File: config.mk
export PLATFORM = sky130hd
export DESIGN_NAME = pixel_readout_capture
export DESIGN_NICKNAME = d
export VERILOG_FILES = /design/src/rtl/pixel_readout_pkg.sv /design/src/rtl/pixel_frame_dbuf.sv /design/src/rtl/pixel_readout_capture.sv
export SDC_FILE = /design/constraint.sdc
export NUM_CORES = 1
export LEC_CHECK = 0
export ABC_AREA = 1
export BUFFER_PORTS_ARGS = -buffer_cell sky130_fd_sc_hd__buf_2
export CAP_MARGIN = 10
export CORE_AREA = 4 4 145 147
export CTS_CLUSTER_SIZE = 16
export DETAILED_ROUTE_END_ITERATION = 10
export DIE_AREA = 0 0 149 151
export PLACE_DENSITY = 0.47
export SYNTH_ARGS = -nofsm -noshare
export SYNTH_HDL_FRONTEND = slang
export SYNTH_SLANG_ARGS = --single-unit
File: constraint.sdc
create_clock -name CLK -period 3.96 [get_ports CLK]
set_clock_uncertainty 0.1 [all_clocks]
set_input_delay 0.792 -clock CLK [delete_from_list [all_inputs] [get_ports CLK]]
set_output_delay 0.792 -clock CLK [all_outputs]
set_load 0.05 [all_outputs]
File: src/rtl/pixel_readout_pkg.sv
// Shared types and defaults for the pixel readout capture path.
package pixel_readout_pkg;

    localparam int unsigned PIX_BITS_DEF    = 8;
    localparam int unsigned PIX_PER_ROW_DEF = 2;

    typedef enum logic {
        ST_IDLE,
        ST_STREAM
    } stream_state_t;

    // One captured frame: [row][pixel][bit], row 0 in the low half.
    typedef logic [1:0][PIX_PER_ROW_DEF-1:0][PIX_BITS_DEF-1:0] frame_t;

endpackage

File: src/rtl/pixel_frame_dbuf.sv
// Two-entry frame store with write/read indices and full flags.
module pixel_frame_dbuf #(
    parameter int unsigned FRAME_W = 32
) (
    input  logic               clk,
    input  logic               rst,
    input  logic               wr_en,
    input  logic [FRAME_W-1:0] wr_frame,
    input  logic               rel,
    output logic [FRAME_W-1:0] rd_frame_c,
    output logic               rd_full_c,
    output logic               accept_c
);

    logic [1:0][FRAME_W-1:0] mem_q;
    logic [1:0]              full_q, full_n;
    logic                    wr_q, wr_n;
    logic                    rd_q, rd_n;

    assign rd_frame_c = mem_q[rd_q];
    assign rd_full_c  = full_q[rd_q];

    // Release is applied before the write so a same-cycle completion can reuse the slot.
    always_comb begin
        full_n   = full_q;
        wr_n     = wr_q;
        rd_n     = rd_q;
        accept_c = 1'b0;
        if (rel) begin
            full_n[rd_q] = 1'b0;
            rd_n         = ~rd_q;
        end
        if (wr_en && !full_n[wr_q]) begin
            accept_c     = 1'b1;
            full_n[wr_q] = 1'b1;
            wr_n         = ~wr_q;
        end
    end

    always_ff @(posedge clk or posedge rst) begin
        if (rst) begin
            mem_q  <= '0;
            full_q <= '0;
            wr_q   <= 1'b0;
            rd_q   <= 1'b0;
        end else begin
            if (accept_c) begin
                mem_q[wr_q] <= wr_frame;
            end
            full_q <= full_n;
            wr_q   <= wr_n;
            rd_q   <= rd_n;
        end
    end

endmodule

File: src/rtl/pixel_readout_capture.sv
// Captures 2x2 pixel frames from the array readout bus and streams them out.
module pixel_readout_capture
    import pixel_readout_pkg::*;
#(
    parameter int unsigned PIX_BITS    = PIX_BITS_DEF,
    parameter int unsigned PIX_PER_ROW = PIX_PER_ROW_DEF,
    parameter int unsigned CNT_BITS    = 8
) (
    input  logic                            CLK,
    input  logic                            RESET,
    input  logic                            READ1,
    input  logic                            READ2,
    input  logic [PIX_BITS*PIX_PER_ROW-1:0] DATA_OUT,
    input  logic                            CLR_FLAGS,
    output logic [PIX_BITS-1:0]             PIX_DATA,
    output logic                            PIX_VALID,
    input  logic                            PIX_READY,
    output logic                            PIX_SOF,
    output logic                            PIX_EOF,
    output logic [CNT_BITS-1:0]             FRAME_COUNT,
    output logic                            OVERFLOW,
    output logic                            ROW_ERR
);

    localparam int unsigned ROW_W         = PIX_BITS * PIX_PER_ROW;
    localparam int unsigned FRAME_W       = 2 * ROW_W;
    localparam int unsigned PIX_PER_FRAME = 2 * PIX_PER_ROW;
    localparam int unsigned IDX_W         = $clog2(PIX_PER_FRAME);

    logic             r1_q, r2_q;
    logic [ROW_W-1:0] row0_q, row1_q;
    logic             row0_ok_q;
    logic             r1_end, r2_end, both, complete;
    logic             rel_c, accept_c, rd_full_c;
    logic [FRAME_W-1:0] rd_frame_c;

    stream_state_t      state_q, state_n;
    logic [IDX_W-1:0]   idx_q, idx_n;
    logic [PIX_BITS-1:0] data_n;
    logic               valid_n, sof_n, eof_n;

    assign r1_end   = r1_q & ~READ1;
    assign r2_end   = r2_q & ~READ2;
    assign both     = READ1 & READ2;
    assign complete = r2_end & row0_ok_q;

    pixel_frame_dbuf #(
        .FRAME_W (FRAME_W)
    ) u_dbuf (
        .clk        (CLK),
        .rst        (RESET),
        .wr_en      (complete),
        .wr_frame   ({row1_q, row0_q}),
        .rel        (rel_c),
        .rd_frame_c (rd_frame_c),
        .rd_full_c  (rd_full_c),
        .accept_c   (accept_c)
    );

    // Phase tracking, row holding registers, sticky flags and frame counter.
    always_ff @(posedge CLK or posedge RESET) begin
        if (RESET) begin
            r1_q        <= 1'b0;
            r2_q        <= 1'b0;
            row0_q      <= '0;
            row1_q      <= '0;
            row0_ok_q   <= 1'b0;
            FRAME_COUNT <= '0;
            OVERFLOW    <= 1'b0;
            ROW_ERR     <= 1'b0;
        end else begin
            r1_q <= READ1;
            r2_q <= READ2;
            if (READ1) row0_q <= DATA_OUT;
            if (READ2) row1_q <= DATA_OUT;

            if (both)          row0_ok_q <= 1'b0;
            else if (r1_end)   row0_ok_q <= 1'b1;
            else if (complete) row0_ok_q <= 1'b0;

            if (accept_c) FRAME_COUNT <= FRAME_COUNT + CNT_BITS'(1);

            if (complete && !accept_c)               OVERFLOW <= 1'b1;
            else if (CLR_FLAGS)                      OVERFLOW <= 1'b0;

            if (both || (r2_end && !row0_ok_q))      ROW_ERR <= 1'b1;
            else if (CLR_FLAGS)                      ROW_ERR <= 1'b0;
        end
    end

    // Stream FSM next state and registered output values.
    always_comb begin
        state_n = state_q;
        idx_n   = idx_q;
        data_n  = PIX_DATA;
        valid_n = PIX_VALID;
        sof_n   = PIX_SOF;
        eof_n   = PIX_EOF;
        rel_c   = 1'b0;
        case (state_q)
            ST_IDLE: begin
                if (rd_full_c) begin
                    state_n = ST_STREAM;
                    idx_n   = '0;
                    data_n  = rd_frame_c[PIX_BITS-1:0];
                    valid_n = 1'b1;
                    sof_n   = 1'b1;
                    eof_n   = 1'b0;
                end
            end
            ST_STREAM: begin
                if (PIX_VALID && PIX_READY) begin
                    if (idx_q == IDX_W'(PIX_PER_FRAME - 1)) begin
                        rel_c   = 1'b1;
                        state_n = ST_IDLE;
                        valid_n = 1'b0;
                        sof_n   = 1'b0;
                        eof_n   = 1'b0;
                    end else begin
                        idx_n  = idx_q + IDX_W'(1);
                        data_n = rd_frame_c[(int'(idx_q) + 1) * PIX_BITS +: PIX_BITS];
                        sof_n  = 1'b0;
                        eof_n  = (idx_q == IDX_W'(PIX_PER_FRAME - 2));
                    end
                end
            end
            default: state_n = ST_IDLE;
        endcase
    end

    always_ff @(posedge CLK or posedge RESET) begin
        if (RESET) begin
            state_q   <= ST_IDLE;
            idx_q     <= '0;
            PIX_DATA  <= '0;
            PIX_VALID <= 1'b0;
            PIX_SOF   <= 1'b0;
            PIX_EOF   <= 1'b0;
        end else begin
            state_q   <= state_n;
            idx_q     <= idx_n;
            PIX_DATA  <= data_n;
            PIX_VALID <= valid_n;
            PIX_SOF   <= sof_n;
            PIX_EOF   <= eof_n;
        end
    end

endmodule

# [Word-level counts from Yosys, hierarchy flattened]
# Cells that the tools add are included.
[word_totals] input_bits=22 regBits=127 elab_cells=108 out_inout_bits=21
[op_classes] n_mux=47 addsub=3 n_reduce_logical=16 n_eq_ne=6 magnitude_cmp=4 bitwise=12 n_shift=1
[op_table] op="$mux W32" count=3
[op_table] op="$bwmux W64" count=1
[op_table] op="$demux W32 S1" count=1
[op_table] op="$shiftx A32 B7 Y8" count=1
[op_table] op="$mux W1" count=26
[op_table] op="$mux W8" count=3
[op_table] op="$pmux W8 S2" count=1
[op_table] op="$mux W2" count=5
[op_table] op="$add A8 B1 Y8 const B" count=1
[op_table] op="$pmux W1 S2" count=4
[op_table] op="$logic_and A1 B1 Y1" count=6
[op_table] op="$reduce_and A3 Y1" count=2
[op_table] op="$not A1 Y1" count=5
[op_table] op="$and A1 B1 Y1" count=4
[op_table] op="$eq A2 B2 Y1 const B" count=2
[op_table] op="$lt A1 B2 Y1 const B" count=2
[op_table] op="$ne A2 B1 Y1 const B" count=2
[op_table] op="$ne A2 B2 Y1 const B" count=2
[op_table] op="$pmux W2 S2" count=1
[op_table] op="$reduce_bool A2 Y1" count=2
[op_table] op="$add A2 B1 Y3 const B" count=1
[op_table] op="$logic_not A1 Y1" count=3
[op_table] op="$reduce_bool A3 Y1" count=1
[op_table] op="$add A2 B1 Y2 const B" count=1
[op_table] op="7 further kinds" count=9

# [Logic depth before layout (Yosys ltp)]
# Gate-level depths: netlist of the first run.
[depth] word_depth=15 ltp_mapped=11

# [By module]
# A second synthesis of the first run with hierarchy kept.
[unflattened] cells_unflattened=716 hier_area_um2=5952.0
[by_module_without_submodules] mod="pixel_frame_dbuf" cells_per_inst=406 area_per_inst_um2=3206.8 n_inst=1
[by_module_without_submodules] mod="pixel_readout_capture" cells_per_inst=310 area_per_inst_um2=2745.1 n_inst=1

# [Least setup slack after synthesis of the first run]
# Ideal clock, no wire load.
[synth_timing] path_kind="input-to-reg" start="input READ2" end="register FRAME_COUNT[5]" cell_stages=8 slack_ps=2015 n_path_buf=2 arrival_ps=1727 cell_sequence="buf_2 > inv_2 > nand2_1 > nor2_2 > buf_2 > nand3_1 > nand2_1 > nand2_1"
[synth_between] elab_chain_len=5
[synth_lines] element="start, declared" line="pixel_readout_capture.sv:12" source="input logic READ2,"
[synth_lines] element="$not A1 Y1" line="pixel_readout_capture.sv:43" source="assign r2_end = r2_q & ~READ2;"
[synth_lines] element="$and A1 B1 Y1" line="pixel_readout_capture.sv:43"
[synth_lines] element="$and A1 B1 Y1" line="pixel_readout_capture.sv:45" source="assign complete = r2_end & row0_ok_q;"
[synth_lines] element="$logic_and A1 B1 Y1" line="pixel_frame_dbuf.sv:33" source="if (wr_en && !full_n[wr_q]) begin"
[synth_lines] element="$mux W1" line="pixel_frame_dbuf.sv:33"
[synth_lines] element="end signal, assigned" line="pixel_readout_capture.sv:81" source="if (accept_c) FRAME_COUNT <= FRAME_COUNT + CNT_BITS'(1);"
[synth_lines] element="end, declared" line="pixel_readout_capture.sv:20" source="output logic [CNT_BITS-1:0] FRAME_COUNT,"
# No other way between the ends.
# A chain may end at the register's enable or synchronous reset.

# [Worst setup path in the final report of the first run]
[layout_timing] start="register idx_q[0]" end="register u_dbuf.mem_q[9] in the netlist's numbering"
[layout_between] elab_chain_len=10
[layout_lines] element="start, declared" line="pixel_readout_capture.sv:38" source="logic [IDX_W-1:0] idx_q, idx_n;"
[layout_lines] element="start signal, assigned" line="pixel_readout_capture.sv:141" source="idx_q <= idx_n;"
[layout_lines] element="$eq A2 B2 Y1" line="pixel_readout_capture.sv:113" source="if (idx_q == IDX_W'(PIX_PER_FRAME - 1)) begin"
[layout_lines] element="$mux W1" line="pixel_readout_capture.sv:113"
[layout_lines] element="$mux W1" line="pixel_readout_capture.sv:112" source="if (PIX_VALID && PIX_READY) begin"
[layout_lines] element="$mux W1" line="pixel_readout_capture.sv:100" source="case (state_q)"
[layout_lines] element="$mux W2" line="pixel_frame_dbuf.sv:29" source="if (rel) begin"
[layout_lines] element="$mux W1 (not written as such) (2 in series)" line="pixel_frame_dbuf.sv:33"
[layout_lines] element="$logic_not A1 Y1" line="pixel_frame_dbuf.sv:33"
[layout_lines] element="$logic_and A1 B1 Y1" line="pixel_frame_dbuf.sv:33"
[layout_lines] element="$mux W1" line="pixel_frame_dbuf.sv:33"
[layout_lines] element="end signal, assigned by index" line="pixel_frame_dbuf.sv:48" source="mem_q[wr_q] <= wr_frame;"
[layout_lines] element="end, declared" line="pixel_frame_dbuf.sv:15" source="logic [1:0][FRAME_W-1:0] mem_q;"
# No other way between the ends. The select of a mux whose other input is x is not followed.

==> results of run 1 <==
==> cells by family after synthesis <==
| group | share of synthesized area |
|---|---|
| DFF | 0.5600 |
| buffers and inverters | 0.07848 |
| xor gates and xnor gates | 0.006174 |
| and+or+nand+nor | 0.2295 |
| adders and majority gates | 0.006614 |
| AOI/OAI and AO/OA | 0.1193 |
==> cell type report <==
type	instances	area, µm²	share of cell area
clock buffers	24	511.7	0.07643
flip-flops and latches	127	3178	0.4747
multi-input cells	459	2052	0.3065
clock inverters	6	80.08	0.01196
inverters	67	255.2	0.03812
well taps	270	337.8	0.05046
repair buffers	48	280.3	0.04186
==> power by group <==
part	internal, W	switching (W)
logic	0.000488	0.00112
registers	0.00171	0.000269
clock network	0.00102	0.000548
total	0.00321	0.00193
==> cell usage after synthesis (2+ instances only) <==
| cell type | number | area [µm²] |
|---|---|---|
| nand2_1 | 288 | 1081 |
| dfrtp_1 | 127 | 3178 |
| inv_1 | 63 | 236.5 |
| o21ai_1 | 54 | 270.3 |
| o21ai_0 | 43 | 215.2 |
| buf_2 | 14 | 70.07 |
| clkbuf_1 | 12 | 45.04 |
| nand3_1 | 12 | 60.06 |
| nor2_1 | 11 | 41.29 |
| a21oi_1 | 9 | 45.04 |
| o211ai_1 | 9 | 67.56 |
| o21ai_2 | 8 | 70.07 |
| buf_6 | 6 | 67.56 |
| nand4_1 | 6 | 37.54 |
| ha_1 | 3 | 37.54 |
| nand2_2 | 3 | 18.77 |
| xor2_1 | 3 | 26.28 |
| clkinv_1 | 2 | 7.510 |
| inv_2 | 2 | 7.510 |
| nand3_2 | 2 | 20.02 |
| nor2_2 | 2 | 12.51 |
| or2_2 | 2 | 12.51 |
==> cells in the final DEF (no fill, tap or decap), drive strengths merged <==
cell type,n
nand3b,1
inv,64
or2,2
nor2,14
bufinv,2
o211ai,9
ha,3
o221ai,1
xnor2,1
dfrtp,127
buf,48
clkinvlp,1
xor2,3
o21ai,105
nand3,14
a21oi,9
nand2,291
clkbuf,24
nand4,6
clkinv,6
==> per-layer routing <==
layer,up-vias,track usage
met4,0,0.04668
met1,2022,0.1986
li1,2226,-
met5,-,0
met2,70,0.1894
met3,14,0.02962
==> registers in the layout, summed over array words and instances, names as in the netlist <==
register       cells
idx_q              2
state_q            1
r2_q               1
row1_q            16
u_dbuf.full_q      2
ROW_ERR            1
OVERFLOW           1
r1_q               1
row0_q            16
PIX_DATA           8
PIX_EOF            1
u_dbuf.wr_q        1
PIX_VALID          1
FRAME_COUNT        8
PIX_SOF            1
u_dbuf.mem_q      64
row0_ok_q          1
u_dbuf.rd_q        1
==> worst min-delay path by stage <==
stage	from	cells after the start	endpoint
3_3_place_gp	PIX_DATA[7]$_DFFE_PP0P_	2	PIX_DATA[7]$_DFFE_PP0P_
6_report	PIX_DATA[3]$_DFFE_PP0P_	2	PIX_DATA[3]$_DFFE_PP0P_
4_1_cts	PIX_DATA[3]$_DFFE_PP0P_	2	PIX_DATA[3]$_DFFE_PP0P_
3_5_place_dp	PIX_DATA[3]$_DFFE_PP0P_	2	PIX_DATA[3]$_DFFE_PP0P_
5_1_grt	PIX_DATA[2]$_DFFE_PP0P_	2	PIX_DATA[2]$_DFFE_PP0P_
2_1_floorplan	u_dbuf.mem_q[57]$_DFFE_PP0P_	2	u_dbuf.mem_q[57]$_DFFE_PP0P_
==> tightest hold or removal path, cell delays in order (launching register included) <==
cell     delay, ns
dfrtp_1       0.34
nand2_1       0.05
nand2_1       0.05
==> metrics by stage <==
stage | hold slack (ns) | setup slack [ns] | area, µm²
5_1_grt | 0.3999 | 1.079 | 6695
4_1_cts | 0.3775 | 1.325 | 6695
2_1_floorplan | 0.3530 | 1.501 | 5679
6_report | 0.3724 | 1.340 | 6695
3_3_place_gp | 0.3631 | 1.005 | 6103
3_5_place_dp | 0.3617 | 0.9834 | 6103
==> impl_results.md, run 1 <==
- Outcome: finished clean
- Post-synth EDFFs: 0
- Crit path capture type: flop
- Worst hold path class: flop to flop
- Initial DRC Count: ~270
- Synth unique cells: 28
- Vias in the first global route: between 4k and 5k
- Critical path fanouts, max: 25
- Via count: 4332
- Max Transition Viols Final: 0
- Worst path bufs/invs: 1
- Crit path cell chain: ha_1 > nand2_2 > nor2_4 > nand2_2 > nand2_2 > nand3_2 > buf_4 > nand2_1 > o21ai_1
- Insertion delay of the later-clocked pin in the worst-skew pair: 0.41 ns
- Post-synthesis register bit count: 127
- Worst Setup SP: idx_q[0]$_DFFE_PP0P_
- P&R area growth vs syn: 17.97%
- Worst setup path end: u_dbuf.mem_q[9]$_DFFE_PP0P_
- Most frequent CP cell: nand2_2
- Post-synth ARST share: 1.000
- Placed Cells: 971
- Crit-path max cell delay: 0.73 ns
- Detailed placement HPWL: 8896 µm
- Initial core utilization: 0.2851
- Num ports: 43
- CTS tree: yes
- Critical Path AT: 2.81 ns
- Post-synthesis sequential area ratio: 0.5600
- Initial antenna violation count: 0
- Root Driver: clkbuf_16
- PortBufs: 42
- Power consumption: 0.005146 W
- FF-to-FF End: u_dbuf.mem_q[9]$_DFFE_PP0P_
- # diodes: 0
- All-Layer GR Usage: 0.1331
- Layout cells sized above 1: 0.1341
- Slowest CP cell: dfrtp_1
- Final std cells w/o fill: roughly 1.0k
- Post-Route WL: between 10000 and 15000 µm
- Nets@finish: about 750
- DRC violation count after routing: 0
- Clock Tree Buf Depth: 2
- Final setup violation count: 0
- Worst Path Required: a little over 4 ns
- Vert. Die Dim: 151 µm
- Top FF cell, synth: dfrtp_1
- CTS H-Tree Depth: 4
- Unrepaired setup endpoints after global routing: no
- Mapped Area: 5675 µm²
- Crit path launch type: flop
- Cell Rows: between 50 and 60
- Tcrit/Tclk final: 0.6615
- # clock sinks: 127
- Met3 routed wirelength: 506 µm
- Initial DRT Pass Iterations: 5
- Delay-heaviest family, CP: simple AND/OR/NAND/NOR gates
- Worst vdd ir: 0.0002913 V
- Die footprint: between 20000 and 25000 µm²
- Reg2Reg Setup Slack: 1.34 ns
- Top sig layer: met4
- Setup Buffers After CTS: 0
- Reg2reg path depth: 9
- Core area: 19910 µm²
- Hold Vio Cnt, Final: 0
- WL/cell: between 10 and 15 µm
- Post_cts resized: 0
- Post-route ant nets: 0
- Num CTS Buffers: 17
- Util after Layout: 0.3363
- Pwr Density: 768.6 nW/µm²
- Metal-1 WL: 7441 µm
- Largest net degree at the start of global routing: 95
- Grt total ovfl: 0
- F_max: 381.7 MHz
- R2r startpoint: idx_q[0]$_DFFE_PP0P_
- Clk slew on worst S/H paths: roughly 0.060 ns
- Slew headroom: 0.4925
- Yosys warnings: 0
- Cells after Synth: between 600 and 700
- Slew @ Worst Pin: approximately 0.76 ns
- GP Congestion: approximately 0.73
- Leak pwr: 3.455 nW
- Hold Buf Count CTS: 0
- WP depth: 9
- Tmin final: roughly 2.6 ns
- TNS Setup: 0 ns
- WS Path Type: flop to flop
- Die Span X: 149 µm
- Number of fillers in the final layout: 2172
- Met2 wire len: approximately 5700 µm
- MaxCap Viol Count: 0
- First-pass GRT wire length: 23360 µm
- Avg Vias per Cell: ~4.3
- Syn Area/Cell: a little over 8 µm²
- Net Count, Synth: 712
No activity file was read; power rests on OpenSTA's default activity.
==> run 2, diff against run 1 <==
clock period = 2.2 ns   (was 3.96 ns; I/O delays follow)
==> impl_results.md, run 2 (synthesis results as in run 1) <==
- P&R area growth vs syn: 19.29%
- Gate power share: 0.327
- Initial DRC Count: a little under 300
- FF-to-FF End: FRAME_COUNT[6]$_DFFE_PP0P_
- Post-place instance area: 6183 µm²
- Largest net degree at the start of global routing: 67
- CTS H-Tree Depth: 4
- CTS tree: yes
- Grt total ovfl: 0
- Post-Route WL: about 14000 µm
- Hold Vio Cnt, Final: 0
- GP Congestion: 0.7722
- Hold Path Stages: 2
- Insertion delay of the later-clocked pin in the worst-skew pair: 0.41 ns
- Num CTS Buffers: 17
- All-Layer GR Usage: 0.1311
- DRC violation count after routing: 0
- Net Sw Power: 0.003456 W
- Crit path launch type: flop
- Die Span X: about 150 µm
- Nets@finish: 755
- Reg2Reg Setup Slack: 0.34 ns
- Tmin final: 1.863 ns
- # clock sinks: 127
- Root Driver: clkbuf_16
- Min-Delay Endpoint: OVERFLOW$_DFFE_PP0P_
- Crit path capture type: flop
- Initial core utilization: 0.2851
- Internal power: around 0.0058 W
- Clock Tree Buf Depth: 2
- # diodes: 0
- F_max: between 500 and 600 MHz
- Final Cell Area: 6770 µm²
- PortBufs: 42
- WL/cell: ~14 µm
- Critical path fanouts, max: 8
- TNS Setup: 0 ns
- Avg Vias per Cell: about 4.3
- Commonest non-fill, non-tap cell in the layout: nand2_1
- Setup WS post-layout: around 0.34 ns
- Via count: 4343
- Worst vdd ir: approximately 0.00053 V
- MaxCap Viol Count: 0
- Cell Rows: 52
- Worst Path Required: 2.40 ns
- Max FFs per register: between 60 and 70
- Min-Delay Startpoint: CLR_FLAGS
- Num ports: between 40 and 50
- Core area: 19910 µm²
- Final setup violation count: 0
- Pwr Density: approximately 1400 nW/µm²
- Max Transition Viols Final: 0
- Top reg by flops: u_dbuf.mem_q
- Power consumption: approximately 0.0093 W
- Most frequent cells in the layout: nand2_1 (288), dfrtp_1 (127), inv_1 (62)
- Setup Buffers After CTS: 0
- Critical Path AT: 2.06 ns
- Sequential share of power: 0.379
- Layout cells sized above 1: 0.1430
- Reg2reg path depth: 8
- Setup slack at placement: around 0.22 ns
- Unrepaired setup endpoints after global routing: no
- Top Registers: u_dbuf.mem_q: 64 flops, row0_q: 16 flops, row1_q: 16 flops
- First-pass GRT wire length: ~23000 µm
- Tcrit/Tclk final: 0.8466
- Initial antenna violation count: 0
- WS Path Type: flop to flop
- Worst hold path class: input pin to flop
- Post-route ant nets: 0
- Vert. Die Dim: 151 µm
- Clock share of power: 0.295
- Clk slew on worst S/H paths: 0.05 ns
- R2r startpoint: idx_q[1]$_DFFE_PP0P_
- Initial DRT Pass Iterations: 5
- Slew @ Worst Pin: between 0.6 and 0.7 ns
- Outcome: finished clean
- Detailed placement HPWL: 8798 µm
- Leak pwr: 3.499 nW
- Vias in the first global route: 4267
- Switch share: 0.3727
- Slew headroom: 0.5878
- Die footprint: 22500 µm²
[run 2: stage by stage]
stage                     std cells  hold WS [ns]    util
after floorplan                 687        0.3530       -
after global placement          980        0.2558  0.3106
after detailed placement        980        0.2490  0.3106
after CTS                      1011        0.1240  0.3399
after global routing           1011        0.1247  0.3401
final                          1011        0.1343  0.3401
[run 2: critical path: stages, from the launching register on]
cell,delay (ns)
dfrtp_1,0.39
ha_1,0.21
nand2_2,0.10
nor2_4,0.13
nand2_1,0.09
nand3_1,0.20
nand3_1,0.32
nand2_1,0.14
nand2_1,0.06
[run 2: final cells by class]
cell class | instances | area (µm²)
Fill cell | 2152 | 13140
Sequential cell | 127 | 3178
Multi-Input combinational cell | 459 | 2052
Clock buffer | 23 | 488.0
Timing Repair Buffer | 58 | 374.1
Tap cell | 270 | 337.8
Inverter | 67 | 255.2
Clock inverter | 7 | 85.08
[run 2: worst max path at each step]
stage,depth (start not counted),start,slack (ns),to
global placement,9,PIX_READY,0.28,u_dbuf.mem_q[24]$_DFFE_PP0P_
detailed placement,9,idx_q[1]$_DFFE_PP0P_,0.22,u_dbuf.mem_q[21]$_DFFE_PP0P_
finish,8,idx_q[1]$_DFFE_PP0P_,0.34,FRAME_COUNT[6]$_DFFE_PP0P_
floorplan,1,RESET,0.09,FRAME_COUNT[0]$_DFFE_PP0P_
CTS,9,idx_q[1]$_DFFE_PP0P_,0.20,u_dbuf.mem_q[2]$_DFFE_PP0P_
global route,9,idx_q[1]$_DFFE_PP0P_,0.15,u_dbuf.mem_q[16]$_DFFE_PP0P_
[run 2: power by group through the flow]
stage,Clock (W),Combinational [W],Sequential [W]
finish,0.00273,0.00303,0.00351
global route,0.00291,0.00347,0.00361
CTS,0.00280,0.00309,0.00351
detailed placement,0,0.00307,0.00354
global placement,0,0.00305,0.00354
floorplan,0,0.00190,0.00383
[run 2: what timing repair did]
| item | CTS | global route |
|---|---|---|
| hold buffers | 1 | 0 |
| endpoints found under the hold margin | 2 | 0 |
| gates resized for setup | 0 | 1 |
| endpoints found under the setup margin | 0 | 2 |
[run 2: routing by layer]
layer / track usage / up-vias / wire (µm)
li1: - / 2250 / -
met1: 0.1886 / 2011 / 7178
met2: 0.1919 / 66 / 5805
met3: 0.03291 / 16 / 524
met4: 0.04577 / 0 / 189
met5: 0 / - / 0
==> run 3, diff against run 2 <==
ABC_AREA = 0   (was 1)
CORE_AREA = 4 4 144 146   (was 4 4 145 147)
DIE_AREA = 0 0 148 150   (was 0 0 149 151)
clock period = 1.5 ns   (was 2.2 ns; I/O delays follow)
==> impl_results.md, run 3 <==
- F_max: ~550 MHz
- Worst Path Required: 1.69 ns
- CTS H-Tree Depth: 4
- Worst hold path class: input pin to flop
- Yosys warnings: 0
- P&R area growth vs syn: 39.57%
- Tmin final: 1.825 ns
- DRC violation count after routing: 0
- Most common cell in the netlist: dfrtp_1
- Power consumption: 0.01191 W
- Initial core utilization: 0.2870
- WP depth: 7
- Num ports: 43
- CTS tree: yes
- # diodes: 0
- Grt total ovfl: 0
- Reg2reg path depth: 7
- WS Path Type: flop to flop
- Syn Area/Cell: 14.58 µm²
- Top FF cell, synth: dfrtp_1
- Placed Cells: 700
- Vert. Die Dim: 150 µm
- Post-route ant nets: 0
- Slew @ Worst Pin: 0.5100 ns
- Clk slew on worst S/H paths: ~0.050 ns
- Crit-path max cell delay: 0.40 ns
- Setup WS post-layout: -0.3254 ns
- Synth top area share: 0.5708
- Largest net degree at the start of global routing: 60
- Top reg by flops: u_dbuf.mem_q
- Post-synth EDFFs: 0
- Vias in the first global route: 3541
- Unrepaired setup endpoints after global routing: yes
- Min-Delay Endpoint: row1_q[10]$_DFFE_PP0P_
- First-pass GRT wire length: 20240 µm
- Net Sw Power: 0.003196 W
- Slowest CP cell: dfrtp_2
- Mapped Area: ~5600 µm²
- Setup slack at placement: -0.4274 ns
- Final std cells w/o fill: 759
- Initial DRC Count: 120
- Top cells by area, synth: dfrtp_1 (57%), mux2_2 (14%), mux2_4 (7.6%)
- Commonest non-fill, non-tap cell in the layout: dfrtp_1
- Clock share of power: 0.318
- Initial DRT Pass Iterations: 4
- Critical Path AT: 2.01 ns
- Worst path bufs/invs: 2
- WL/cell: 17.34 µm
- Critical path fanouts, max: 9
- Nets@finish: 506
- Layout cells sized above 1: 0.5749
- R2r startpoint: idx_q[0]$_DFFE_PP0P_
- Crit path capture type: flop
- Post-synthesis sequential area ratio: 0.5708
- Final Cell Area: between 7000 and 8000 µm²
- PortBufs: 42
- Post-synthesis register bit count: 127
- Hold Vio Cnt, Final: 0
- Avg Vias per Cell: 4.563
- Insertion delay of the later-clocked pin in the worst-skew pair: 0.41 ns
- Synth unique cells: 42
- Post-place instance area: 6329 µm²
- Sequential share of power: 0.426
- Die Span X: roughly 150 µm
- Initial antenna violation count: 0
- Cells after Synth: about 380
- Root Driver: clkbuf_16
- Crit path cell chain: ha_4 > nand4_4 > o21ai_2 > nor2b_4 > buf_6 > buf_12 > mux2_2
- Crit path launch type: flop
- Util after Layout: 0.4006
- Post-Route WL: 13160 µm
- Hold Path Stages: 2
- Detailed placement HPWL: about 7800 µm
- Core area: 19400 µm²
- GP Congestion: 0.7503
- Internal power: 0.008710 W
- Die footprint: 22200 µm²
- Gate power share: 0.257
- Pwr Density: 1532 nW/µm²
- Cell Rows: 51
- Max Transition Viols Final: 0
- Most frequent cells in the layout: dfrtp_1 (122), mux2_4 (53), mux2_2 (45)
- # clock sinks: 127
- Switch share: 0.2684
- Worst vdd ir: 0.0005562 V
- Via count: 3463
- Yosys top cell by area: dfrtp_1
- Failing checks: setup timing
- Leak pwr: 3.501 nW
- FF-to-FF End: u_dbuf.mem_q[51]$_DFFE_PP0P_
- Post-synth top cells: dfrtp_1 (127), mux2_2 (67), mux2_4 (28)
- Top Registers: u_dbuf.mem_q: 64 flops, row0_q: 16 flops, row1_q: 16 flops
- Num CTS Buffers: 17
- Min-Delay Startpoint: DATA_OUT[10]
- Outcome: finished with violations
- Clock Tree Buf Depth: 2
- All-Layer GR Usage: 0.1185
- Delay-heaviest family, CP: flip-flops
- Final setup violation count: 85
- Net Count, Synth: 407
- Reg2Reg Setup Slack: -0.33 ns
- Max FFs per register: 64
- Slew headroom: 0.6596
- MaxCap Viol Count: 0
- Post-synth ARST share: 1.000
- Tcrit/Tclk final: 1.217
-- run 3: cell families after synthesis --
group           count (synthesis)  share of synthesized area
xor+xnor                        8                    0.01258
simple gates                   49                    0.05259
flops                         127                     0.5708
buf+inv                        29                    0.02989
mux                           114                     0.2638
compound gates                 52                    0.06360
fa+ha+maj                       3                   0.006742
-- run 3: final cells by class --
class	instances	area (µm²)
inverter	9	37.54
clock inverter	5	27.53
clock buffer	27	523.0
multi-input combinational	226	2631
fill	1813	11630
tap	265	331.6
sequential	127	3184
timing repair buffer	100	1036
-- run 3: through the flow --
step	TNS [ns]	hold slack, ns
floorplan	-98.11	0.2314
global placement	-25.44	0.1309
detailed placement	-27.81	0.1330
CTS	-25.52	0.01649
global route	-29.27	0.01821
finish	-24.44	0.04022
-- run 3: power by group through the flow --
stage / Combinational, W / Clock [W] / Sequential (W)
3_3_place_gp: 0.00220 / 0 / 0.00503
4_1_cts: 0.00273 / 0.00390 / 0.00505
2_1_floorplan: 0.00165 / 0 / 0.00503
3_5_place_dp: 0.00227 / 0 / 0.00507
6_report: 0.00305 / 0.00378 / 0.00507
5_1_grt: 0.00327 / 0.00408 / 0.00519
-- run 3: repair_timing --
action,CTS,global route
gates resized for setup,58,90
endpoints found under the hold margin,73,0
gates cloned,2,4
pin swaps,16,27
setup buffers,9,12
endpoints found under the setup margin,94,99
hold buffers,2,0
-- run 3: worst register-to-register path: cells and delay by family (launching register included) --
family | cells | cell delay [ns]
muxes | 1 | 0.34
and+or+nand+nor | 2 | 0.29
adders and majority gates | 1 | 0.16
DFF | 1 | 0.40
AOI/OAI and AO/OA | 1 | 0.16
buffers and inverters | 2 | 0.28
-- run 3: worst max-delay path by stage --
stage | slack [ns] | start | to
4_1_cts | -0.34 | idx_q[1]$_DFFE_PP0P_ | u_dbuf.mem_q[40]$_DFFE_PP0P_
2_1_floorplan | -0.58 | PIX_VALID$_DFFE_PP0P_ | u_dbuf.mem_q[40]$_DFFE_PP0P_
5_1_grt | -0.38 | idx_q[1]$_DFFE_PP0P_ | u_dbuf.mem_q[57]$_DFFE_PP0P_
3_5_place_dp | -0.43 | idx_q[0]$_DFFE_PP0P_ | u_dbuf.mem_q[47]$_DFFE_PP0P_
6_report | -0.33 | idx_q[0]$_DFFE_PP0P_ | u_dbuf.mem_q[51]$_DFFE_PP0P_
3_3_place_gp | -0.39 | idx_q[0]$_DFFE_PP0P_ | u_dbuf.mem_q[41]$_DFFE_PP0P_
-- run 3: layer usage --
metal  GRT usage  up-vias  routed length [µm]
met5           0        -                   0
met4     0.04573        0                 154
met3     0.03089       10                 448
met2      0.1882       63                6583
met1      0.1558     1800                5977
li1            -     1590                   -
